[config.mk]
export PLATFORM = sky130hd
export DESIGN_NAME = vga_timing_gen
export DESIGN_NICKNAME = d
export VERILOG_FILES = /design/src/rtl/vga_timing_gen.sv
export SDC_FILE = /design/constraint.sdc
export NUM_CORES = 1
export LEC_CHECK = 0
export ABC_AREA = 1
export CORE_UTILIZATION = 35
export CTS_CLUSTER_SIZE = 10
export DETAILED_ROUTE_END_ITERATION = 8
export PLACE_DENSITY = 0.55
export SKIP_LAST_GASP = 1
export SYNTH_ARGS = -nofsm -noshare
export SYNTH_HDL_FRONTEND = slang
export SYNTH_SLANG_ARGS = --single-unit
[constraint.sdc]
create_clock -name Clk -period 12.2 [get_ports Clk]
set_input_delay 1.83 -clock Clk [delete_from_list [all_inputs] [get_ports Clk]]
set_output_delay 1.83 -clock Clk [all_outputs]
set_load 0.02 [all_outputs]
[src/rtl/vga_timing_gen.sv]
// vga_timing_gen: VGA counters, registered syncs and margins with frame-boundary shadowed timing config.
// Defining VGA_TIMING_PREFETCH_EN adds the registered Pix_req look-ahead output.
module vga_timing_gen #(
    parameter int   REZ_MAX_WIDTH = 11,
    parameter logic SYNC_ACTIVE   = 1'b0
) (
    input  logic                     Clk,
    input  logic                     Rst,
    input  logic                     Pix_en,
    input  logic [REZ_MAX_WIDTH-1:0] H_sync,
    input  logic [REZ_MAX_WIDTH-1:0] H_back,
    input  logic [REZ_MAX_WIDTH-1:0] H_active,
    input  logic [REZ_MAX_WIDTH-1:0] H_front,
    input  logic [REZ_MAX_WIDTH-1:0] V_sync,
    input  logic [REZ_MAX_WIDTH-1:0] V_back,
    input  logic [REZ_MAX_WIDTH-1:0] V_active,
    input  logic [REZ_MAX_WIDTH-1:0] V_front,
    output logic [REZ_MAX_WIDTH-1:0] Count_h,
    output logic [REZ_MAX_WIDTH-1:0] Count_v,
    output logic [REZ_MAX_WIDTH-1:0] H_left_margin,
    output logic [REZ_MAX_WIDTH-1:0] H_right_margin,
    output logic [REZ_MAX_WIDTH-1:0] V_left_margin,
    output logic [REZ_MAX_WIDTH-1:0] V_right_margin,
    output logic                     HSync,
    output logic                     VSync,
    output logic                     Line_start,
    output logic                     Frame_start,
    output logic                     Cfg_err
`ifdef VGA_TIMING_PREFETCH_EN
    ,
    output logic                     Pix_req
`endif
);
    localparam int W = REZ_MAX_WIDTH;
    localparam int T = REZ_MAX_WIDTH + 2;
    localparam logic [T-1:0] MAX_TOT = {2'b00, {W{1'b1}}};

    logic [W-1:0] hs_q, hb_q, ha_q, hf_q, vs_q, vb_q, va_q, vf_q;
    logic [W-1:0] h_left, v_left, nh, nv;
    logic [T-1:0] cfg_htot, cfg_vtot, htot, vtot;
    logic         cfg_ok, wrap_h, wrap_v, load;

    always_comb begin
        cfg_htot = T'(H_sync) + T'(H_back) + T'(H_active) + T'(H_front);
        cfg_vtot = T'(V_sync) + T'(V_back) + T'(V_active) + T'(V_front);
        htot     = T'(hs_q) + T'(hb_q) + T'(ha_q) + T'(hf_q);
        vtot     = T'(vs_q) + T'(vb_q) + T'(va_q) + T'(vf_q);
        cfg_ok   = (|H_sync) && (|H_active) && (|V_sync) && (|V_active)
                   && (cfg_htot <= MAX_TOT) && (cfg_vtot <= MAX_TOT);
        // >= rather than == so a freshly shrunk total cannot let the counter run away
        wrap_h   = T'(Count_h) >= htot - T'(1);
        wrap_v   = T'(Count_v) >= vtot - T'(1);
        load     = Pix_en && wrap_h && wrap_v;
        h_left   = hs_q + hb_q;
        v_left   = vs_q + vb_q;
        nh       = wrap_h ? '0 : Count_h + W'(1);
        nv       = wrap_h ? (wrap_v ? '0 : Count_v + W'(1)) : Count_v;
    end

    always_ff @(posedge Clk) begin
        if (Rst) begin
            {hs_q, hb_q, ha_q, hf_q} <= cfg_ok ? {H_sync, H_back, H_active, H_front}
                                               : {W'(96), W'(48), W'(640), W'(16)};
            {vs_q, vb_q, va_q, vf_q} <= cfg_ok ? {V_sync, V_back, V_active, V_front}
                                               : {W'(2), W'(33), W'(480), W'(10)};
            Cfg_err        <= !cfg_ok;
            Count_h        <= '0;
            Count_v        <= '0;
            Line_start     <= 1'b0;
            Frame_start    <= 1'b0;
            HSync          <= ~SYNC_ACTIVE;
            VSync          <= ~SYNC_ACTIVE;
            H_left_margin  <= '0;
            H_right_margin <= '0;
            V_left_margin  <= '0;
            V_right_margin <= '0;
        end else begin
            Line_start     <= Pix_en && wrap_h;
            Frame_start    <= load;
            HSync          <= (Count_h < hs_q) ? SYNC_ACTIVE : ~SYNC_ACTIVE;
            VSync          <= (Count_v < vs_q) ? SYNC_ACTIVE : ~SYNC_ACTIVE;
            H_left_margin  <= h_left;
            H_right_margin <= h_left + ha_q - W'(1);
            V_left_margin  <= v_left;
            V_right_margin <= v_left + va_q - W'(1);
            if (Pix_en) begin
                Count_h <= nh;
                Count_v <= nv;
            end
            if (load && cfg_ok) begin
                {hs_q, hb_q, ha_q, hf_q} <= {H_sync, H_back, H_active, H_front};
                {vs_q, vb_q, va_q, vf_q} <= {V_sync, V_back, V_active, V_front};
            end
            if (load) Cfg_err <= !cfg_ok;
        end
    end

`ifdef VGA_TIMING_PREFETCH_EN
    always_ff @(posedge Clk) begin
        if (Rst) Pix_req <= 1'b0;
        else Pix_req <= (nh >= h_left) && (nh < h_left + ha_q) && (nv >= v_left) && (nv < v_left + va_q);
    end
`endif
endmodule

==> impl_summary.log, run 1 <==
[metrics] run status: finished, final reports clean
[metrics] Netlist cell types: 46
[metrics] slowest stage cell, crit path: sky130_fd_sc_hd__o21ai_4
[metrics] number of antenna cells inserted: 0
[metrics] first-pass GRT wire length: approximately 55 mm
[metrics] CTS tree: yes
[metrics] Post-Place Cell Area: 15430 um2
[metrics] ratio of final minimum period to clock period: 0.5300
[metrics] drt first-iter violations: approximately 520
[metrics] share of total power in sequential cells: 0.232
[metrics] number of levels the H-tree was split into: 4
[metrics] total detailed-routing wirelength: between 30 and 40 mm
[metrics] start-to-end type of the worst setup path: reg2reg
[metrics] count of hold-fix buffers inserted at cts: 0
[metrics] timing-limited maximum frequency: ~0.15 GHz
[metrics] post-synth net total: 1928
[metrics] proportion of power drawn by the clock network: 0.186
[metrics] area added between synthesis and finish: 20.66%
[metrics] proportion of layout cells with a drive suffix above 1: 0.03712
[metrics] pin count of the biggest net entering global routing: 73
[metrics] number of synthesis warnings: 0
[metrics] synthesized area: roughly 13000 um2
[metrics] number of failing hold endpoints at the final stage: 0
[metrics] Longest Clk Path Bufs: 2
[metrics] source-to-sink clock delay at the later pin of the worst-skew pair: approximately 0.44 ns
[metrics] setup repair after global routing missed its margin: no
[metrics] required time at the endpoint of the critical path: approximately 12 ns
[metrics] number of nets in the final layout: between 2000 and 2500
[metrics] maximum fanout along the worst path: 56
[metrics] combinational cell fraction of total power: 0.582
[metrics] IO Count: about 160
[metrics] Chip Height: 196.8 um
[metrics] Root Driver: sky130_fd_sc_hd__clkbuf_16
[metrics] Syn Area/Cell: about 8.5 um2
[metrics] Critical Path Most Common Cell: sky130_fd_sc_hd__nand2_1
[metrics] post-placement cell count: around 2200
[metrics] Chip Width: around 200 um
[metrics] Slew Limit Headroom: 0.3527
[metrics] post-route non-filler standard cell count: 2255
[metrics] CTS Buf Count: 17
[metrics] Final Critical Period: around 6.5 ns
[metrics] internal power summed over all cells: between 1500 and 2000 uW
[metrics] number of fillers in the final layout: between 3000 and 4000
[metrics] initial standard-cell utilization of the core: 0.3593
[metrics] number of global-route vias before repair: about 10000
[metrics] switching part of the total power: 0.4452
[metrics] number of endpoints failing setup at the final stage: 0
[metrics] routability cong.: 0.8645
[metrics] Total Power: approximately 3000 uW
[metrics] worst-case vdd ir drop: roughly 0.000090 V
[metrics] final antenna-violating net count: 0
[metrics] summed area of non-filler cells in the final layout: ~16000 um2
[metrics] Core Footprint: around 37000 um2
[metrics] cell leakage power: approximately 0.008 uW
[metrics] overall overflow remaining after global route: 0
[metrics] detailed-route vias per instance: 4.541
[metrics] type of origin of the critical path: flip-flop
[metrics] pin slew with the least headroom to its limit: 0.9672 ns
[metrics] Setup TNS: 0 ns
[metrics] num rows: 70
[metrics] Min Hold Slack: between 0.5 and 0.6 ns
[metrics] clock edge transition at the registers on the reported setup and hold paths: 0.07 ns
[metrics] count of mapped cells out of synthesis: around 1600
[metrics] global-route total usage across every layer: 0.1838
[metrics] # port buffers: about 160
[metrics] leading cell type in the layout, fill and taps excluded: sky130_fd_sc_hd__inv_1
[metrics] switching power of the nets: between 1000 and 1500 uW
[metrics] post-CTS setup buffer count: 0
[metrics] synthesis-stage register bit count: 159
[metrics] # resized after CTS: 0
[metrics] number of antenna violations at the first check in global routing: 0
[metrics] share of the yosys chip area belonging to registers: 0.3067
[metrics] post-DP HPWL: 29.28 mm
[metrics] delay of the slowest cell on the worst path: ~0.81 ns
[metrics] type of the tightest min-delay check: reg2reg
[metrics] floorplan die area: 38730 um2
[metrics] average detailed-routed wire length per instance: 15.18 um
[metrics] worst clock skew on the final layout: around 0.013 ns
[metrics] Pwr Density: 186.2 nW/um2
[metrics] max-cap violation count: 0
[metrics] nature of the critical path endpoint: flip-flop
[metrics] critical path data arrival time: between 6 and 7 ns
[metrics] final max-slew violation count: 0
[metrics] first drt pass iteration count: 5
[metrics] DR vias: 10240
[metrics] clock sink total: 159
[metrics] highest-count cells in the layout ignoring fill and taps: sky130_fd_sc_hd__inv_1, sky130_fd_sc_hd__nand2_1, sky130_fd_sc_hd__ha_1, sky130_fd_sc_hd__clkdlybuf4s50_1, sky130_fd_sc_hd__nor2_1
[metrics] DRC Markers: 0
worst paths after layout:
check              start     endpoint  slack (ns)  depth (start not counted)
max              vs_q[3]      hs_q[4]        5.73                         25
min          Count_v[10]  Count_v[10]        0.57                          2
max reg2reg      vs_q[3]      hs_q[4]        5.73                         25
min reg2reg  Count_v[10]  Count_v[10]        0.57                          2
metal layers:
layer / vias to the layer above / routed length [um] / part of all wire / GRT usage
met5: - / 0 / 0 / 0
met4: 0 / 387 / 0.011 / 0.04335
met3: 21 / 890 / 0.026 / 0.02019
met2: 168 / 14480 / 0.42 / 0.2754
met1: 4816 / 18470 / 0.54 / 0.2803
li1: 5235 / - / - / -
sequential cells by signal (all words and copies together) (netlist names):
name and flops:
hf_q 11, hb_q 11, Count_v 11, ha_q 11, V_right_margin 11, H_right_margin 11
va_q 11, Frame_start 1, Line_start 1, VSync 1, V_left_margin 11, Cfg_err 1
vb_q 11, H_left_margin 11, vf_q 11, Count_h 11, HSync 1, hs_q 11
vs_q 11
cell type report:
type / count / area (um2) / area share
Clock inverter: 15 / 172.7 / 0.01077
Tap cell: 504 / 630.6 / 0.03935
Sequential cell: 159 / 4074 / 0.2542
Multi-Input combinational cell: 975 / 7505 / 0.4683
Inverter: 420 / 1577 / 0.09838
Timing Repair Buffer: 165 / 1642 / 0.1024
Clock buffer: 17 / 425.4 / 0.02655
power by group through the flow:
stage / clock network (uW) / registers (uW) / logic, uW
detailed placement: 0 / 705 / 1730
global placement: 0 / 702 / 1710
finish: 555 / 691 / 1740
global route: 591 / 701 / 1990
floorplan: 0 / 754 / 1210
CTS: 570 / 693 / 1740
worst max-delay path, delay by kind of cell (launching register included):
kind	cells	cell delay, ns
AO/OA/AOI/OAI	4	1.36
XOR/XNOR	1	0.16
adder cells (fa/ha/maj)	5	1.91
buffers and inverters	4	1.10
flip-flops	1	0.40
AND/OR/NAND/NOR	11	1.13
cell usage after synthesis (all sizes together):
master	number	area [um2]
o211ai	5	42.54
nor4	4	25.02
o21ai	40	226.5
nand4	28	190.2
nand3b	2	15.01
ha	176	2202
a21o	7	52.55
a21oi	77	396.6
nand3	77	395.4
xor2	29	254.0
clkbuf	7	36.28
a211oi	2	15.01
nor2	162	630.6
or2	5	31.29
o31ai	1	7.510
dfxtp	70	1401
xnor2	12	105.1
clkinv	1	3.750
o21a	3	22.52
a31oi	8	50.05
o21bai	8	60.06
o2111ai	2	17.52
buf	10	101.4
fa	90	1802
nor3b	1	7.510
edfxtp	89	2673
inv	419	1573
a21boi	1	7.510
nand2	213	822.0
nor3	22	115.1
through the flow:
| step | setup slack, ns | util |
|---|---|---|
| 2_1_floorplan | 1.219 | - |
| 3_3_place_gp | 5.442 | 0.4174 |
| 3_5_place_dp | 5.386 | 0.4174 |
| 4_1_cts | 5.664 | 0.4336 |
| 5_1_grt | 5.204 | 0.4336 |
| 6_report | 5.733 | 0.4336 |
cells by family after synthesis:
group	count (synthesis)	share of synthesized area
adders and majority gates	266	0.3015
and+or+nand+nor	514	0.1681
AOI/OAI and AO/OA	154	0.06764
DFF	159	0.3067
xor gates and xnor gates	41	0.02704
buffers and inverters	437	0.1291
Note: power is estimated with default switching activity, not from simulation.
==> run 2, diff against run 1 <==
==> constraint.sdc (replaced) <==
create_clock -name Clk -period 6.2 [get_ports Clk]
set_input_delay 0.93 -clock Clk [delete_from_list [all_inputs] [get_ports Clk]]
set_output_delay 0.93 -clock Clk [all_outputs]
set_load 0.02 [all_outputs]
==> run 2 against run 1 <==
  * Worst setup slack worse by 5.0 ns
  * Critical path type unchanged
  * Maximum frequency up 17%
  * Largest cell class unchanged
  * Power up 95%
  * Global-route usage down 0.20 points
  * Highest routed layer unchanged
  * Worst hold slack better by 0.017 ns
  * Clock-buffer cell count up 2
==> impl_summary.log, run 2 (same netlist as run 1, synthesis figures left out) <==
[metrics] run status: finished, final reports clean
[metrics] Longest Clk Path Bufs: 2
[metrics] global-route total usage across every layer: 0.1818
[metrics] first drt pass iteration count: 5
[metrics] Root Driver: sky130_fd_sc_hd__clkbuf_16
[metrics] final antenna-violating net count: 0
[metrics] post-DP HPWL: a little under 30 mm
[metrics] Critical Path Source: vs_q[3]
[metrics] number of cells on the worst reg-to-reg path: 25
[metrics] number of failing hold endpoints at the final stage: 0
[metrics] logic depth of the worst setup path including buffers: 25
[metrics] clock edge transition at the registers on the reported setup and hold paths: about 0.07 ns
[metrics] Pwr Density: around 360 nW/um2
[metrics] clock sink total: between 150 and 200
[metrics] DRC Markers: 0
[metrics] CTS tree: yes
[metrics] highest-count cells in the layout ignoring fill and taps: sky130_fd_sc_hd__inv_1, sky130_fd_sc_hd__nand2_1, sky130_fd_sc_hd__ha_1, sky130_fd_sc_hd__clkdlybuf4s50_1, sky130_fd_sc_hd__nor2_1
[metrics] type of origin of the critical path: flip-flop
[metrics] post-route non-filler standard cell count: ~2300
[metrics] overall overflow remaining after global route: 0
[metrics] number of nets in the final layout: around 2100
[metrics] IO Count: ~160
[metrics] timing-limited maximum frequency: about 0.18 GHz
[metrics] # resized after CTS: 0
[metrics] critical path data arrival time: roughly 5.6 ns
[metrics] pin count of the biggest net entering global routing: between 80 and 90
[metrics] final max-slew violation count: 0
[metrics] start-to-end type of the worst setup path: reg2reg
[metrics] worst reg2reg path endpoint: vb_q[2]
[metrics] number of endpoints failing setup at the final stage: 0
[metrics] number of fillers in the final layout: between 3000 and 4000
[metrics] setup slack, reg-to-reg: slightly below 0.7 ns
[metrics] maximum fanout along the worst path: just under 90
[metrics] proportion of layout cells with a drive suffix above 1: 0.03541
[metrics] number of buffers and inverters on the critical path: 4
[metrics] number of levels the H-tree was split into: 4
[metrics] leading cell type in the layout, fill and taps excluded: sky130_fd_sc_hd__inv_1
[metrics] count of hold-fix buffers inserted at cts: 0
[metrics] Core Footprint: 36960 um2
[metrics] CTS Buf Count: 17
[metrics] worst clock skew on the final layout: ~0.023 ns
[metrics] number of global-route vias before repair: 10420
[metrics] first-pass GRT wire length: around 54 mm
[metrics] detailed-route vias per instance: between 4 and 5
[metrics] storage element area: a little over 4000 um2
[metrics] Chip Width: a little under 200 um
[metrics] cell leakage power: between 0.007 and 0.008 uW
[metrics] CP top delay family: adder cells
[metrics] area used by multi-input combinational logic: 7505 um2
[metrics] setup repair after global routing missed its margin: no
[metrics] ratio of final minimum period to clock period: 0.8887
[metrics] required time at the endpoint of the critical path: 6.28 ns
[metrics] post-placement cell count: 2224
[metrics] DR vias: 10230
[metrics] Final Critical Period: between 5 and 6 ns
[metrics] Setup TNS: 0 ns
[metrics] average detailed-routed wire length per instance: roughly 15 um
[metrics] routability cong.: between 0.8 and 0.9
[metrics] Critical Path Most Common Cell: sky130_fd_sc_hd__nand2_1
[metrics] worst-case vdd ir drop: roughly 0.00017 V
[metrics] Chip Height: 196.8 um
[metrics] drt first-iter violations: ~570
[metrics] capturing instance or port of the critical path: vb_q[2]
[metrics] Slew Limit Headroom: 0.6638
[metrics] num rows: 70
[metrics] delay of the slowest cell on the worst path: between 0.4 and 0.5 ns
[metrics] source-to-sink clock delay at the later pin of the worst-skew pair: around 0.44 ns
[metrics] # port buffers: approximately 160
[metrics] max-cap violation count: 0
[metrics] reg-to-reg startpoint: vs_q[3]
[metrics] number of antenna violations at the first check in global routing: 0
[metrics] floorplan die area: around 39000 um2
[metrics] pin slew with the least headroom to its limit: approximately 0.50 ns
[metrics] initial standard-cell utilization of the core: 0.3593
[metrics] slowest stage cell, crit path: sky130_fd_sc_hd__fa_1
[metrics] total detailed-routing wirelength: between 30 and 40 mm
[metrics] post-CTS setup buffer count: 0
[metrics] nature of the critical path endpoint: flip-flop
[metrics] type of the tightest min-delay check: reg2reg
[metrics] area added between synthesis and finish: 20.76%
[metrics] number of antenna cells inserted: 0
run 2: worst reg2reg max path: stages (launching register included):
cell and delay (ns):
sky130_fd_sc_hd__edfxtp_1 0.39, sky130_fd_sc_hd__inv_1 0.10, sky130_fd_sc_hd__ha_1 0.27, sky130_fd_sc_hd__inv_1 0.16
sky130_fd_sc_hd__fa_1 0.46, sky130_fd_sc_hd__fa_1 0.48, sky130_fd_sc_hd__ha_1 0.38, sky130_fd_sc_hd__a21oi_1 0.17
sky130_fd_sc_hd__nand2_1 0.11, sky130_fd_sc_hd__a31oi_1 0.24, sky130_fd_sc_hd__o21ai_0 0.18, sky130_fd_sc_hd__xnor2_1 0.17
sky130_fd_sc_hd__ha_1 0.30, sky130_fd_sc_hd__nand2_1 0.08, sky130_fd_sc_hd__nor2_1 0.09, sky130_fd_sc_hd__nand3_1 0.08
sky130_fd_sc_hd__nand2_1 0.07, sky130_fd_sc_hd__nor2_1 0.04, sky130_fd_sc_hd__nand2_1 0.05, sky130_fd_sc_hd__nand2_1 0.05
sky130_fd_sc_hd__nand2_1 0.05, sky130_fd_sc_hd__nand3_1 0.33, sky130_fd_sc_hd__inv_1 0.14, sky130_fd_sc_hd__nand2_1 0.14
sky130_fd_sc_hd__o21ai_4 0.19, sky130_fd_sc_hd__buf_12 0.38
run 2: through the flow:
step	setup slack (ns)	utilization	instance area, um2	hold slack (ns)	power [uW]
after floorplan	0.4033	-	13290	0.5830	3858
after global routing	0.3026	0.4340	16040	0.6150	6417
after global placement	0.8750	0.4179	15450	0.5691	4701
after CTS	0.7068	0.4340	16040	0.5723	5861
final	0.6901	0.4340	16040	0.5887	5806
after detailed placement	0.7310	0.4179	15450	0.5588	4743
run 2: power by group:
group	switching [uW]	internal, uW
clock	454	634
combinational	2000	1360
sequential	74.4	1290
total	2530	3280
run 2: layout make-up:
type | instances | area share
Multi-Input combinational cell | 975 | 0.4679
Sequential cell | 159 | 0.2540
Timing Repair Buffer | 166 | 0.1036
Inverter | 420 | 0.09829
Tap cell | 504 | 0.03932
Clock buffer | 19 | 0.02699
Clock inverter | 12 | 0.009907
run 2: worst min path at each step:
| stage | from | to | slack (ns) | cells after the start |
|---|---|---|---|---|
| global placement | Count_h[0] | Count_h[0] | 0.57 | 2 |
| floorplan | Count_h[0] | Count_h[0] | 0.58 | 2 |
| finish | Count_h[0] | Count_h[0] | 0.59 | 2 |
| detailed placement | Count_h[0] | Count_h[0] | 0.56 | 2 |
| CTS | Count_h[0] | Count_h[0] | 0.57 | 2 |
| global route | Count_h[0] | Count_h[0] | 0.61 | 2 |
run 2: metal layers:
| layer | vias up | wire, um | track usage |
|---|---|---|---|
| li1 | 5232 | - | - |
| met1 | 4723 | 17440 | 0.2701 |
| met2 | 239 | 14370 | 0.2740 |
| met3 | 31 | 1303 | 0.02361 |
| met4 | 0 | 530 | 0.05168 |
| met5 | - | 0 | 0 |
==> run 3, diff against run 2 <==
--- a/config.mk
+++ b/config.mk
@@ -6,9 +6,11 @@
 export NUM_CORES = 1
 export LEC_CHECK = 0
 export ABC_AREA = 1
+export CORE_ASPECT_RATIO = 0.75
 export CORE_UTILIZATION = 35
 export CTS_CLUSTER_SIZE = 10
 export DETAILED_ROUTE_END_ITERATION = 8
+export HOLD_SLACK_MARGIN = 0.15
 export PLACE_DENSITY = 0.55
 export SKIP_LAST_GASP = 1
 export SYNTH_ARGS = -nofsm -noshare
==> run 3 against run 2 <==
  * Utilization decreased by 0.33 points
  * Die area hardly changed
  * Sequential share of layout area unchanged
  * Critical path depth did not move
  * First-iteration DRC count up 13%
  * Global-route usage increased by 1.3 points
  * Clock power is 5% lower
  * Power is 1.2% higher
  * Clock-buffer cell count fell by 1
  * Maximum frequency about the same
  * Routed wire length is 7.5% higher
==> impl_summary.log, run 3 (same netlist as run 1, synthesis figures left out) <==
[metrics] number of levels the H-tree was split into: 4
[metrics] type of the tightest min-delay check: reg2reg
[metrics] Longest Clk Path Bufs: 2
[metrics] first-pass GRT wire length: 56.47 mm
[metrics] Post-Place Cell Area: 15470 um2
[metrics] setup repair after global routing missed its margin: no
[metrics] number of failing hold endpoints at the final stage: 0
[metrics] worst min-delay path startpoint: Count_h[0]
[metrics] number of global-route vias before repair: ~10000
[metrics] DRC Markers: 0
[metrics] Critical Path Most Common Cell: sky130_fd_sc_hd__nand2_1
[metrics] Chip Height: 170.7 um
[metrics] cell leakage power: between 0.007 and 0.008 uW
[metrics] final antenna-violating net count: 0
[metrics] post-DP HPWL: 31.23 mm
[metrics] delay of the slowest cell on the worst path: 0.48 ns
[metrics] cell count of the worst hold path: 2
[metrics] initial standard-cell utilization of the core: 0.3566
[metrics] source-to-sink clock delay at the later pin of the worst-skew pair: about 0.45 ns
[metrics] summed area of non-filler cells in the final layout: between 15000 and 20000 um2
[metrics] num rows: just over 60
[metrics] overall overflow remaining after global route: 0
[metrics] Critical Path Source: vs_q[3]
[metrics] number of antenna violations at the first check in global routing: 0
[metrics] global-route total usage across every layer: 0.1948
[metrics] pin count of the biggest net entering global routing: 64
[metrics] post-CTS setup buffer count: 0
[metrics] leading cell type in the layout, fill and taps excluded: sky130_fd_sc_hd__inv_1
[metrics] final max-slew violation count: 0
[metrics] # port buffers: between 150 and 200
[metrics] pin slew with the least headroom to its limit: 0.5369 ns
[metrics] setup slack, reg-to-reg: 0.69 ns
[metrics] worst reg2reg path endpoint: vs_q[1]
[metrics] area added between synthesis and finish: 20.76%
[metrics] share of total power in sequential cells: 0.233
[metrics] routability cong.: roughly 0.93
[metrics] internal power summed over all cells: 3199 uW
[metrics] worst setup slack after placement: approximately 0.76 ns
[metrics] slowest stage cell, crit path: sky130_fd_sc_hd__fa_1
[metrics] clock edge transition at the registers on the reported setup and hold paths: about 0.07 ns
[metrics] Min Hold Slack: 0.5846 ns
[metrics] number of antenna cells inserted: 0
[metrics] Pwr Density: roughly 370 nW/um2
[metrics] CTS Buf Count: 17
[metrics] reg-to-reg startpoint: vs_q[3]
[metrics] Core Footprint: 37250 um2
[metrics] worst clock skew on the final layout: 0.01906 ns
[metrics] average detailed-routed wire length per instance: ~16 um
[metrics] total detailed-routing wirelength: about 36 mm
[metrics] type of origin of the critical path: flip-flop
[metrics] count of hold-fix buffers inserted at cts: 0
[metrics] detailed-route vias per instance: between 4 and 5
[metrics] Final Critical Period: 5.507 ns
[metrics] DR vias: roughly 10000
[metrics] timing-limited maximum frequency: 0.1816 GHz
[metrics] min setup slack post-route: between 0.6 and 0.7 ns
[metrics] highest-count cells in the layout ignoring fill and taps: sky130_fd_sc_hd__inv_1, sky130_fd_sc_hd__nand2_1, sky130_fd_sc_hd__ha_1, sky130_fd_sc_hd__clkdlybuf4s50_1, sky130_fd_sc_hd__nor2_1
[metrics] Chip Width: around 230 um
[metrics] ratio of final minimum period to clock period: 0.8882
[metrics] IO Count: approximately 160
[metrics] switching power of the nets: 2679 uW
[metrics] number of fillers in the final layout: a little under 4000
[metrics] floorplan die area: between 30000 and 40000 um2
[metrics] required time at the endpoint of the critical path: ~6.3 ns
[metrics] first drt pass iteration count: 5
[metrics] number of cells on the worst reg-to-reg path: 25
[metrics] max-cap violation count: 0
[metrics] nature of the critical path endpoint: flip-flop
[metrics] critical path data arrival time: ~5.6 ns
[metrics] Setup TNS: 0 ns
[metrics] proportion of power drawn by the clock network: 0.176
[metrics] worst-case vdd ir drop: between 0.00015 and 0.0002 V
[metrics] combinational cell fraction of total power: 0.590
[metrics] capturing instance or port of the critical path: vs_q[1]
[metrics] clock sink total: approximately 160
[metrics] maximum fanout along the worst path: 63
[metrics] start-to-end type of the worst setup path: reg2reg
[metrics] drt first-iter violations: 648
[metrics] number of nets in the final layout: between 2000 and 2500
[metrics] run status: finished, final reports clean
[metrics] # resized after CTS: 0
[metrics] switching part of the total power: 0.4558
[metrics] number of endpoints failing setup at the final stage: 0
[metrics] Slew Limit Headroom: 0.6409
[metrics] proportion of layout cells with a drive suffix above 1: 0.03765
[metrics] CTS tree: yes
[metrics] Root Driver: sky130_fd_sc_hd__clkbuf_16
[run 3: worst max-delay path, delay by kind of cell (launching register included)]
family / cells / cell delay [ns]
AND/OR/NAND/NOR: 11 / 1.12
buffers and inverters: 4 / 0.72
adder cells (fa/ha/maj): 5 / 1.89
flip-flops: 1 / 0.39
XOR/XNOR: 1 / 0.16
AO/OA/AOI/OAI: 4 / 0.84
[run 3: cell type report]
| type | count | area [um2] | share of cell area |
|---|---|---|---|
| multi-input cells | 975 | 7505 | 0.4679 |
| flip-flops and latches | 159 | 4074 | 0.2540 |
| repair buffers | 167 | 1682 | 0.1048 |
| inverters | 420 | 1577 | 0.09829 |
| well taps | 504 | 630.6 | 0.03932 |
| clock buffers | 18 | 429.2 | 0.02676 |
| clock inverters | 14 | 142.6 | 0.008893 |
[run 3: worst min-delay path by stage]
stage                      end  slack (ns)
floorplan           Count_h[0]        0.58
global placement    Count_h[0]        0.58
detailed placement  Count_h[1]        0.59
CTS                 Count_h[1]        0.60
global route        Count_h[1]        0.62
finish              Count_h[0]        0.58
[run 3: power by group through the flow]
stage	registers [uW]	logic, uW	clock network, uW
4_1_cts	1370	3490	1060
3_5_place_dp	1400	3460	0
5_1_grt	1390	3970	1100
3_3_place_gp	1400	3430	0
2_1_floorplan	1480	2380	0
6_report	1370	3470	1040
[run 3: metrics by stage]
step | power [uW] | cells | utilization
floorplan | 3858 | 1571 | -
global placement | 4827 | 2225 | 0.4153
detailed placement | 4861 | 2225 | 0.4153
CTS | 5922 | 2257 | 0.4306
global route | 6456 | 2257 | 0.4306
finish | 5878 | 2257 | 0.4306
[run 3: metal layers]
metal,vias to the layer above,global-route usage,share of wire
li1,5240,-,-
met1,4756,0.3164,0.56
met2,253,0.2639,0.38
met3,24,0.02851,0.051
met4,0,0.04260,0.0082
met5,-,0,0
